==> src/rtl/led_afterglow_pkg.sv <==
// Shared constants and types for the LED afterglow output stage.
// Brightness is a BW-bit level; full scale means solid on.
package afterglow_pkg;

  localparam int NLED     = 8;
  localparam int BW       = 4;
  localparam int BMAX     = (1 << BW) - 1;
  localparam int PRE_BASE = 6;
  localparam int PRE_W    = 21;

  typedef logic [BW-1:0] bright_t;

  localparam logic DECAY_LIN = 1'b0;
  localparam logic DECAY_EXP = 1'b1;

endpackage

==> src/rtl/led_afterglow_if.sv <==
// Pattern/control bundle between the blinky generator and the afterglow stage.
interface led_afterglow_if;
  import afterglow_pkg::*;

  logic [NLED-1:0] pattern_in;
  logic [3:0]      decay_sel;
  logic            decay_mode;
  logic            bypass;
  logic [NLED-1:0] led_out;

  modport master (
    output pattern_in,
    output decay_sel,
    output decay_mode,
    output bypass,
    input  led_out
  );

  modport slave (
    input  pattern_in,
    input  decay_sel,
    input  decay_mode,
    input  bypass,
    output led_out
  );

endinterface

==> src/rtl/led_afterglow_channel.sv <==
// One LED: brightness register with load/decay, PWM compare and registered pin drive.
module afterglow_channel
  import afterglow_pkg::*;
(
  input  logic    clk25,
  input  logic    rst,
  input  logic    load,
  input  logic    tick,
  input  logic    decay_mode,
  input  bright_t pwm_cnt,
  input  logic    bypass,
  output logic    led
);

  localparam bright_t B_FULL = bright_t'(BMAX);
  localparam bright_t B_ZERO = {BW{1'b0}};
  localparam bright_t B_ONE  = {{(BW-1){1'b0}}, 1'b1};

  bright_t b_r;
  bright_t b_nxt_s;
  logic    on_s;
  logic    led_r;

  // Next brightness (load beats decay) and the compare against it, so the pin
  // reflects a new level in the same edge the level is stored.
  always_comb begin
    b_nxt_s = b_r;
    if (load) begin
      b_nxt_s = B_FULL;
    end else if (tick && (b_r != B_ZERO)) begin
      if (decay_mode == DECAY_EXP) begin
        b_nxt_s = b_r >> 1;
      end else begin
        b_nxt_s = b_r - B_ONE;
      end
    end else begin
      b_nxt_s = b_r;
    end
    on_s = (b_nxt_s == B_FULL) || (pwm_cnt < b_nxt_s);
  end

  // Brightness state and pin register; brightness keeps tracking during bypass.
  always_ff @(posedge clk25) begin
    if (rst) begin
      b_r   <= B_ZERO;
      led_r <= 1'b0;
    end else begin
      b_r   <= b_nxt_s;
      led_r <= bypass ? load : on_s;
    end
  end

  assign led = led_r;

endmodule

==> src/rtl/led_afterglow.sv <==
// Afterglow output stage: registers the generator pattern, runs the shared decay
// prescaler and PWM counter, and drives one afterglow_channel per LED.
module led_afterglow #(
  parameter int NLED     = afterglow_pkg::NLED,
  parameter int BW       = afterglow_pkg::BW,
  parameter int PRE_W    = afterglow_pkg::PRE_W,
  parameter int PRE_BASE = afterglow_pkg::PRE_BASE
) (
  input  logic            clk25,
  input  logic            rst,
  led_afterglow_if.slave  bus
);

  localparam int SH_W = $clog2(PRE_W + 1);

  logic [NLED-1:0]  pattern_q_r;
  logic [PRE_W-1:0] pre_r;
  logic [BW-1:0]    pwm_cnt_r;
  logic [SH_W-1:0]  shamt_s;
  logic [PRE_W-1:0] mask_s;
  logic             tick_s;
  logic [NLED-1:0]  led_s;

  // Input register, free-running decay prescaler and PWM counter.
  always_ff @(posedge clk25) begin
    if (rst) begin
      pattern_q_r <= {NLED{1'b0}};
      pre_r       <= {PRE_W{1'b0}};
      pwm_cnt_r   <= {BW{1'b0}};
    end else begin
      pattern_q_r <= bus.pattern_in;
      pre_r       <= pre_r + PRE_W'(1'b1);
      pwm_cnt_r   <= pwm_cnt_r + BW'(1'b1);
    end
  end

  // Tick when the low decay_sel+PRE_BASE prescaler bits are all ones; the
  // all-ones wrap therefore ticks for every speed setting.
  always_comb begin
    shamt_s = SH_W'(bus.decay_sel) + SH_W'(PRE_BASE);
    mask_s  = ~({PRE_W{1'b1}} << shamt_s);
    tick_s  = ((pre_r & mask_s) == mask_s);
  end

  for (genvar gi = 0; gi < NLED; gi++) begin : g_ch
    afterglow_channel u_ch (
      .clk25      (clk25),
      .rst        (rst),
      .load       (pattern_q_r[gi]),
      .tick       (tick_s),
      .decay_mode (bus.decay_mode),
      .pwm_cnt    (pwm_cnt_r),
      .bypass     (bus.bypass),
      .led        (led_s[gi])
    );
  end

  assign bus.led_out = led_s;

endmodule

==> src/flat_wrapper.sv <==
// flat-port wrapper written by rule: the top's interface ports become plain ports
module led_afterglow_flat 
#(
  parameter int NLED     = afterglow_pkg::NLED,
  parameter int BW       = afterglow_pkg::BW,
  parameter int PRE_W    = afterglow_pkg::PRE_W,
  parameter int PRE_BASE = afterglow_pkg::PRE_BASE
)
  (clk25, rst, bus_pattern_in, bus_decay_sel, bus_decay_mode, bus_bypass, bus_led_out);
  led_afterglow_if bus_i ();
  input  logic clk25;
  input  logic rst;
  input wire logic [$bits(bus_i.pattern_in)-1:0] bus_pattern_in;
  input wire logic [$bits(bus_i.decay_sel)-1:0] bus_decay_sel;
  input wire logic [$bits(bus_i.decay_mode)-1:0] bus_decay_mode;
  input wire logic [$bits(bus_i.bypass)-1:0] bus_bypass;
  output wire logic [$bits(bus_i.led_out)-1:0] bus_led_out;
  assign bus_i.pattern_in = bus_pattern_in;
  assign bus_i.decay_sel = bus_decay_sel;
  assign bus_i.decay_mode = bus_decay_mode;
  assign bus_i.bypass = bus_bypass;
  assign bus_led_out = bus_i.led_out;
  led_afterglow #(.NLED(NLED), .BW(BW), .PRE_W(PRE_W), .PRE_BASE(PRE_BASE)) u_core (.clk25(clk25), .rst(rst), .bus(bus_i));
endmodule
==> config.mk <==
export PLATFORM = sky130hd
export DESIGN_NAME = led_afterglow_flat
export DESIGN_NICKNAME = d
export VERILOG_FILES = /design/src/rtl/led_afterglow_pkg.sv /design/src/rtl/led_afterglow_if.sv /design/src/rtl/led_afterglow_channel.sv /design/src/rtl/led_afterglow.sv /design/src/flat_wrapper.sv
export SDC_FILE = /design/constraint.sdc
export NUM_CORES = 1
export LEC_CHECK = 0
export CAP_MARGIN = 30
export CORE_ASPECT_RATIO = 2
export CORE_MARGIN = 4
export CORE_UTILIZATION = 40
export CTS_BUF_LIST = sky130_fd_sc_hd__clkbuf_4 sky130_fd_sc_hd__clkbuf_8
export CTS_CLUSTER_SIZE = 40
export DETAILED_ROUTE_END_ITERATION = 10
export GPL_TIMING_DRIVEN = 0
export HOLD_SLACK_MARGIN = 0.08
export SETUP_SLACK_MARGIN = 0.05
export SYNTH_ARGS = -nofsm -noshare
export SYNTH_HDL_FRONTEND = slang
export SYNTH_SLANG_ARGS = --single-unit
export TNS_END_PERCENT = 50
==> constraint.sdc <==
create_clock -name clk25 -period 5.25 [get_ports clk25]
set_input_delay 1.05 -clock clk25 [delete_from_list [all_inputs] [get_ports clk25]]
set_output_delay 1.05 -clock clk25 [all_outputs]
set_load 0.05 [all_outputs]
==> results of run 1 <==
sequential cells by signal (all words and copies together) (netlist names):
| name | count |
|---|---|
| u_core.g_ch.u_ch.b_r | 32 |
| u_core.g_ch.u_ch.led | 8 |
| u_core.pre_r | 21 |
| u_core.pattern_q_r | 8 |
| u_core.pwm_cnt_r | 4 |
metal layers:
layer  part of all wire, %  track usage (%)
met4                   5.1             15.0
met1                    34             18.5
met2                    57             42.6
met3                   3.8             4.25
met5                     0                0
through the flow:
step,power [uW],area (um2)
floorplan,829,4540
global placement,907,4930
detailed placement,916,4940
CTS,1440,5220
global route,1520,5330
finish,1440,5330
cell usage in the layout, fill, tap and decap left out, types with 11 or more instances in the layout:
cell	instances
a21oi_1	22
buf_4	12
clkbuf_1	18
clkbuf_8	11
clkdlybuf4s50_1	22
dfxtp_1	73
ha_1	28
inv_1	44
mux2i_1	15
nand2_1	28
nor2_1	82
nor2b_1	23
o21ai_0	27
xor2_1	12
tightest hold or removal path: cells and delay by family (launching register included):
kind	cells	cell delay, ns
DFF	1	0.33
AOI/OAI and AO/OA	2	0.13
worst max path at each step:
stage	endpoint	slack (ns)	cells past startpoint
after global routing	u_core.g_ch[2].u_ch.led$_SDFF_PP0_	0.003	19
final	u_core.g_ch[6].u_ch.led$_SDFF_PP0_	0.20	19
after floorplan	u_core.g_ch[2].u_ch.led$_SDFF_PP0_	0.79	18
after global placement	u_core.g_ch[4].u_ch.led$_SDFF_PP0_	-0.62	18
after CTS	u_core.g_ch[2].u_ch.led$_SDFF_PP0_	-0.10	17
after detailed placement	u_core.g_ch[4].u_ch.led$_SDFF_PP0_	-0.66	18
timing repair:
action | in CTS | in global routing
hold buffers | 0 | 0
resized for setup | 8 | 21
pin swaps | 1 | 3
endpoints found under the setup margin | 5 | 7
setup buffers | 1 | 2
report_power, final:
group	switching, uW	internal, uW	leakage [uW]
Sequential	30.7	584	0.000602
Combinational	183	127	0.00136
Clock	225	292	0.000115
Total	439	1000	0.00208
logic make-up after synthesis:
family                     share of synthesized area [%]
muxes                                               4.30
DFF                                                 32.2
and+or+nand+nor                                     20.5
AOI/OAI and AO/OA                                   24.2
adders and majority gates                           7.94
buffers and inverters                               7.75
xor gates and xnor gates                            3.09
cell type report:
cell class	count	share of cell area [%]
plain buffers	34	3.54
clock inverters	5	1.46
multi-input cells	406	53.6
clock buffers	11	2.84
inverters	45	3.17
well taps	140	3.29
flip-flops and latches	73	27.4
repair buffers	26	4.65
==> impl_metrics.tcl, run 1 <==
set metrics [dict create \
    power.density_nw_per_um2 271 \
    fin_tns_setup_ns 0 \
    viasPerCell 5.98 \
    place_congestion 0.888 \
    crit_buf_inv 7 \
    synthTopCellsByCount "nor2_1 (84), dfxtp_1 (73), inv_1 (44)" \
    pre_cts_slack_ns -0.664 \
    nets 639 \
    setup_viol 0 \
    area_growth_pct 17.5 \
    period_minus_slack_ns 5.05 \
    synth_edf_count 0 \
    critPathArrivalTime_ns 5.31 \
    finalClockSkew_ns 0.00901 \
    synth_top_flop_cell "dfxtp_1" \
    worst_slack_ns 0.199 \
    ff_latch_area_um2 1460 \
    start_kind "primary input" \
    insertion_delay_ns 0.37 \
    slew_headroom_pct 42.0 \
    leakagePower_uw 0.00208 \
    critPathTopFamily "compound AO/OA/AOI/OAI gates" \
    finalMaxSlewViolations 0 \
    dr.pass1.iters 5 \
    hp-start "u_core.pre_r[15]$_SDFF_PP0_" \
    cts_buffer_depth 2 \
    rows 54 \
    cts_buffers 9 \
    htreeDepth 3 \
    core_area_um2 11000 \
    floorplan.initialDensity_pct 41.2 \
    dp_cells 722 \
    ys_ff_latch 73 \
    vias 4424 \
    final_util_pct 48.4 \
    finalCritPeriodShare_pct 96.2 \
    io_buffers 22 \
    drive_above_1_share_pct 10.5 \
    grt.overflow.total 0 \
    multi_input_area_um2 2860 \
    cts_tree "done" \
    synth_nets 603 \
    yosysWarnings 0 \
    r2r-start "u_core.pre_r[9]$_SDFF_PP0_" \
    yosysMostFrequentCell "nor2_1" \
    whs_ns 0.500 \
    r2r_cells 14 \
    grt_pass1_vias 4529 \
    die_h_um 159 \
    dp_hpwl_mm 10.4 \
    final_antenna_net_count 0 \
    synth_top_cell_area_share_pct 32.2 \
    cp_max_fo 10 \
    syn-cell-area_um2 4540 \
    cp-end-kind "flop" \
    holdPathStages 2 \
    fmax_mhz 198 \
    min_to "u_core.pre_r[15]$_SDFF_PP0_" \
    grt_pass1_wl_mm 22.0 \
    n_antenna_cell 0 \
    clock_sinks 73 \
    hold_viol 0 \
    drtIter0Drc 202 \
    cp.required_ns 5.51 \
    drc 0 \
    netlist_instances 559 \
    synth_cell_types 62 \
    rsz0062_at_grt "yes" \
    min_path_type "reg2reg" \
    io_pins 24 \
    antenna_found_initial 0 \
    seq_area_frac_synth_pct 32.2 \
    irDropWorstVdd_v 0.000140 \
    worstSetupStartpoint "bus_decay_sel[1]" \
    grt_max_degree 13 \
    worstReg2RegEnd "u_core.g_ch[6].u_ch.led$_SDFF_PP0_" \
    async_flop_share_pct 0 \
    die_x_um 83.3 \
    wl_per_cell_um 18.6 \
    cpPeakStageDelay_ns 0.49 \
    dieArea_um2 13200 \
    track_usage_pct 21.3 \
    clk_pin_slew_ns 0.08 \
    tightest_slew_ns 0.870 \
    ys_top_cells_by_area "dfxtp_1 (32%), ha_1 (7.7%), nor2_1 (6.9%), inv_1 (3.6%), mux2i_1 (3.3%)" \
    wl_mm 13.8 \
    final_cells 740 \
    syn_avg_cell_area_um2 8.12 \
    outcome "finished, final reports clean" \
    path_class "in2reg" \
    synth.largest_area_cell "dfxtp_1" \
    cp_cell_sequence "clkdlybuf4s50_1, clkbuf_4, inv_1, ha_1, clkbuf_4, nor2_1, a2111oi_4, o2111ai_2, or3_4, buf_6, buf_6, nor2_2, buf_4, a21oi_1, a311oi_2, ha_1, a311oi_1, a21o_1, o31a_1" \
    cts_root_buffer "clkbuf_8" \
    n_fill_cell 1086 \
    drv_cap 0 \
    critical-path-slowest-cell "clkdlybuf4s50_1" \
    r2r_setup_slack_ns 1.61 \
]
Note: power is estimated with default switching activity, not from simulation.
==> run 2: changes to the inputs <==
--- a/config.mk
+++ b/config.mk
@@ -6,6 +6,8 @@
 export NUM_CORES = 1
 export LEC_CHECK = 0
 export CAP_MARGIN = 30
+export CELL_PAD_IN_SITES_DETAIL_PLACEMENT = 0
+export CELL_PAD_IN_SITES_GLOBAL_PLACEMENT = 1
 export CORE_ASPECT_RATIO = 2
 export CORE_MARGIN = 4
 export CORE_UTILIZATION = 40
@@ -14,6 +16,7 @@
 export DETAILED_ROUTE_END_ITERATION = 10
 export GPL_TIMING_DRIVEN = 0
 export HOLD_SLACK_MARGIN = 0.08
+export PLACE_DENSITY_LB_ADDON = 0.1
 export SETUP_SLACK_MARGIN = 0.05
 export SYNTH_ARGS = -nofsm -noshare
 export SYNTH_HDL_FRONTEND = slang
==> run 2 against run 1 <==
  * Power is 0.22% higher
  * Clock power is 1% higher
  * Critical path type unchanged
  * Sequential power hardly changed
  * Final area is 0.42% lower
  * Clock-buffer cell count is 1 higher
  * Largest cell class unchanged
  * Core utilization is 0.20 points lower
  * Register-to-register slack hardly changed
==> impl_metrics.tcl, run 2 (same netlist as run 1, synthesis figures left out) <==
set metrics [dict create \
    period_minus_slack_ns 5.05 \
    slew_headroom_pct 47.4 \
    track_usage_pct 21.8 \
    path_class "in2reg" \
    final_antenna_net_count 0 \
    clk_pin_slew_ns 0.08 \
    grt.overflow.total 0 \
    io_buffers 22 \
    r2r-start "u_core.pre_r[9]$_SDFF_PP0_" \
    cts_tree "done" \
    finalClockSkew_ns 0.00843 \
    leakagePower_uw 0.00206 \
    pre_cts_slack_ns -0.609 \
    area_growth_pct 17.0 \
    grt_pass1_vias 4251 \
    irDropWorstVdd_v 0.000140 \
    cts_root_buffer "clkbuf_8" \
    core_area_um2 11000 \
    finalPower_uw 1450 \
    dr.pass1.iters 5 \
    top_regs "u_core.g_ch.u_ch.b_r x32, u_core.pre_r x21" \
    nets 638 \
    regMostFlops "u_core.g_ch.u_ch.b_r" \
    worstSetupStartpoint "bus_decay_sel[1]" \
    dp_cells 722 \
    ff_latch_area_um2 1460 \
    setup_viol 0 \
    cts_buffer_depth 2 \
    worst_slack_ns 0.200 \
    largest_register_ffs 32 \
    cp_max_fo 10 \
    finalCritPeriodShare_pct 96.2 \
    cts_buffers 9 \
    drc 0 \
    min_path_type "reg2reg" \
    finalMaxSlewViolations 0 \
    floorplan.initialDensity_pct 41.2 \
    power.density_nw_per_um2 272 \
    whs_ns 0.507 \
    hp-start "u_core.pre_r[0]$_SDFF_PP0_" \
    grt_pass1_wl_mm 22.3 \
    clock_sinks 73 \
    drv_cap 0 \
    tightest_slew_ns 0.788 \
    postPlaceCellArea_um2 4940 \
    n_fill_cell 1134 \
    final_common_cell "nor2_1" \
    io_pins 24 \
    n_antenna_cell 0 \
    antenna_found_initial 0 \
    die_x_um 83.3 \
    grt_max_degree 13 \
    dieArea_um2 13200 \
    insertion_delay_ns 0.36 \
    wl_per_cell_um 19.0 \
    critPathArrivalTime_ns 5.31 \
    rows 54 \
    fin_area_um2 5310 \
    cp-end-kind "flop" \
    cp.required_ns 5.51 \
    fmax_mhz 198 \
    hold_viol 0 \
    die_h_um 159 \
    wl_mm 14.1 \
    dp_hpwl_mm 10.6 \
    start_kind "primary input" \
    viasPerCell 5.78 \
    outcome "finished, final reports clean" \
    multi_input_area_um2 2840 \
    most-common-layout-cells "nor2_1 (83), dfxtp_1 (73), inv_1 (44)" \
    drtIter0Drc 187 \
    rsz0062_at_grt "yes" \
    htreeDepth 3 \
    vias 4268 \
    place_congestion 0.972 \
    drive_above_1_share_pct 10.2 \
    final_cells 739 \
]
## run 2: final timing paths
check / depth (start not counted) / slack [ns] / to
worst min register to register: 1 / 0.51 / u_core.pre_r[0]$_SDFF_PP0_
worst max-delay path: 17 / 0.20 / u_core.g_ch[4].u_ch.led$_SDFF_PP0_
worst min-delay path: 1 / 0.51 / u_core.pre_r[0]$_SDFF_PP0_
worst max register to register: 13 / 1.60 / u_core.g_ch[4].u_ch.led$_SDFF_PP0_
## run 2: area by class of cell
cell class,instances,share of cell area (%)
plain buffers,34,3.51
well taps,140,3.30
flip-flops and latches,73,27.5
inverters,45,3.18
multi-input cells,406,53.5
repair buffers,25,4.62
clock buffers,12,2.99
clock inverters,4,1.41
## run 2: worst max-delay path, cell delays in order
cell and delay [ns]:
clkdlybuf4s50_1 0.50, clkbuf_4 0.19, inv_1 0.09, ha_1 0.28
clkbuf_4 0.18, o22ai_1 0.10, a222oi_1 0.43, and4_1 0.40
nand2_2 0.16, buf_2 0.24, buf_2 0.25, a221oi_4 0.38
ha_1 0.21, nand2_1 0.08, a2111oi_2 0.39, nor4_1 0.10
o31a_1 0.28
## run 2: repair_timing
action | in CTS | in global routing
gates resized for setup | 9 | 15
gates cloned | 0 | 0
pin swaps | 1 | 6
setup buffers | 1 | 1
setup endpoints to repair | 4 | 8
hold buffers | 0 | 0
## run 2: power breakdown
part | total [uW] | internal, uW | leakage, uW | switching (uW)
combinational | 306 | 126 | 0.00134 | 180
clock | 524 | 299 | 0.000112 | 225
sequential | 615 | 584 | 0.000602 | 30.9
## run 2: metrics by stage
stage / TNS [ns] / util (%)
floorplan: 0 / -
global placement: -2.62 / 44.8
detailed placement: -2.71 / 44.9
CTS: 0 / 47.6
global route: 0 / 48.2
finish: 0 / 48.2
## run 2: per-layer routing
metal	part of all wire [%]	track usage, %	wire (um)
met4	3.0	9.12	419
met2	58	44.8	8170
met3	2.4	3.42	339
met5	0	0	0
met1	37	21.1	5140
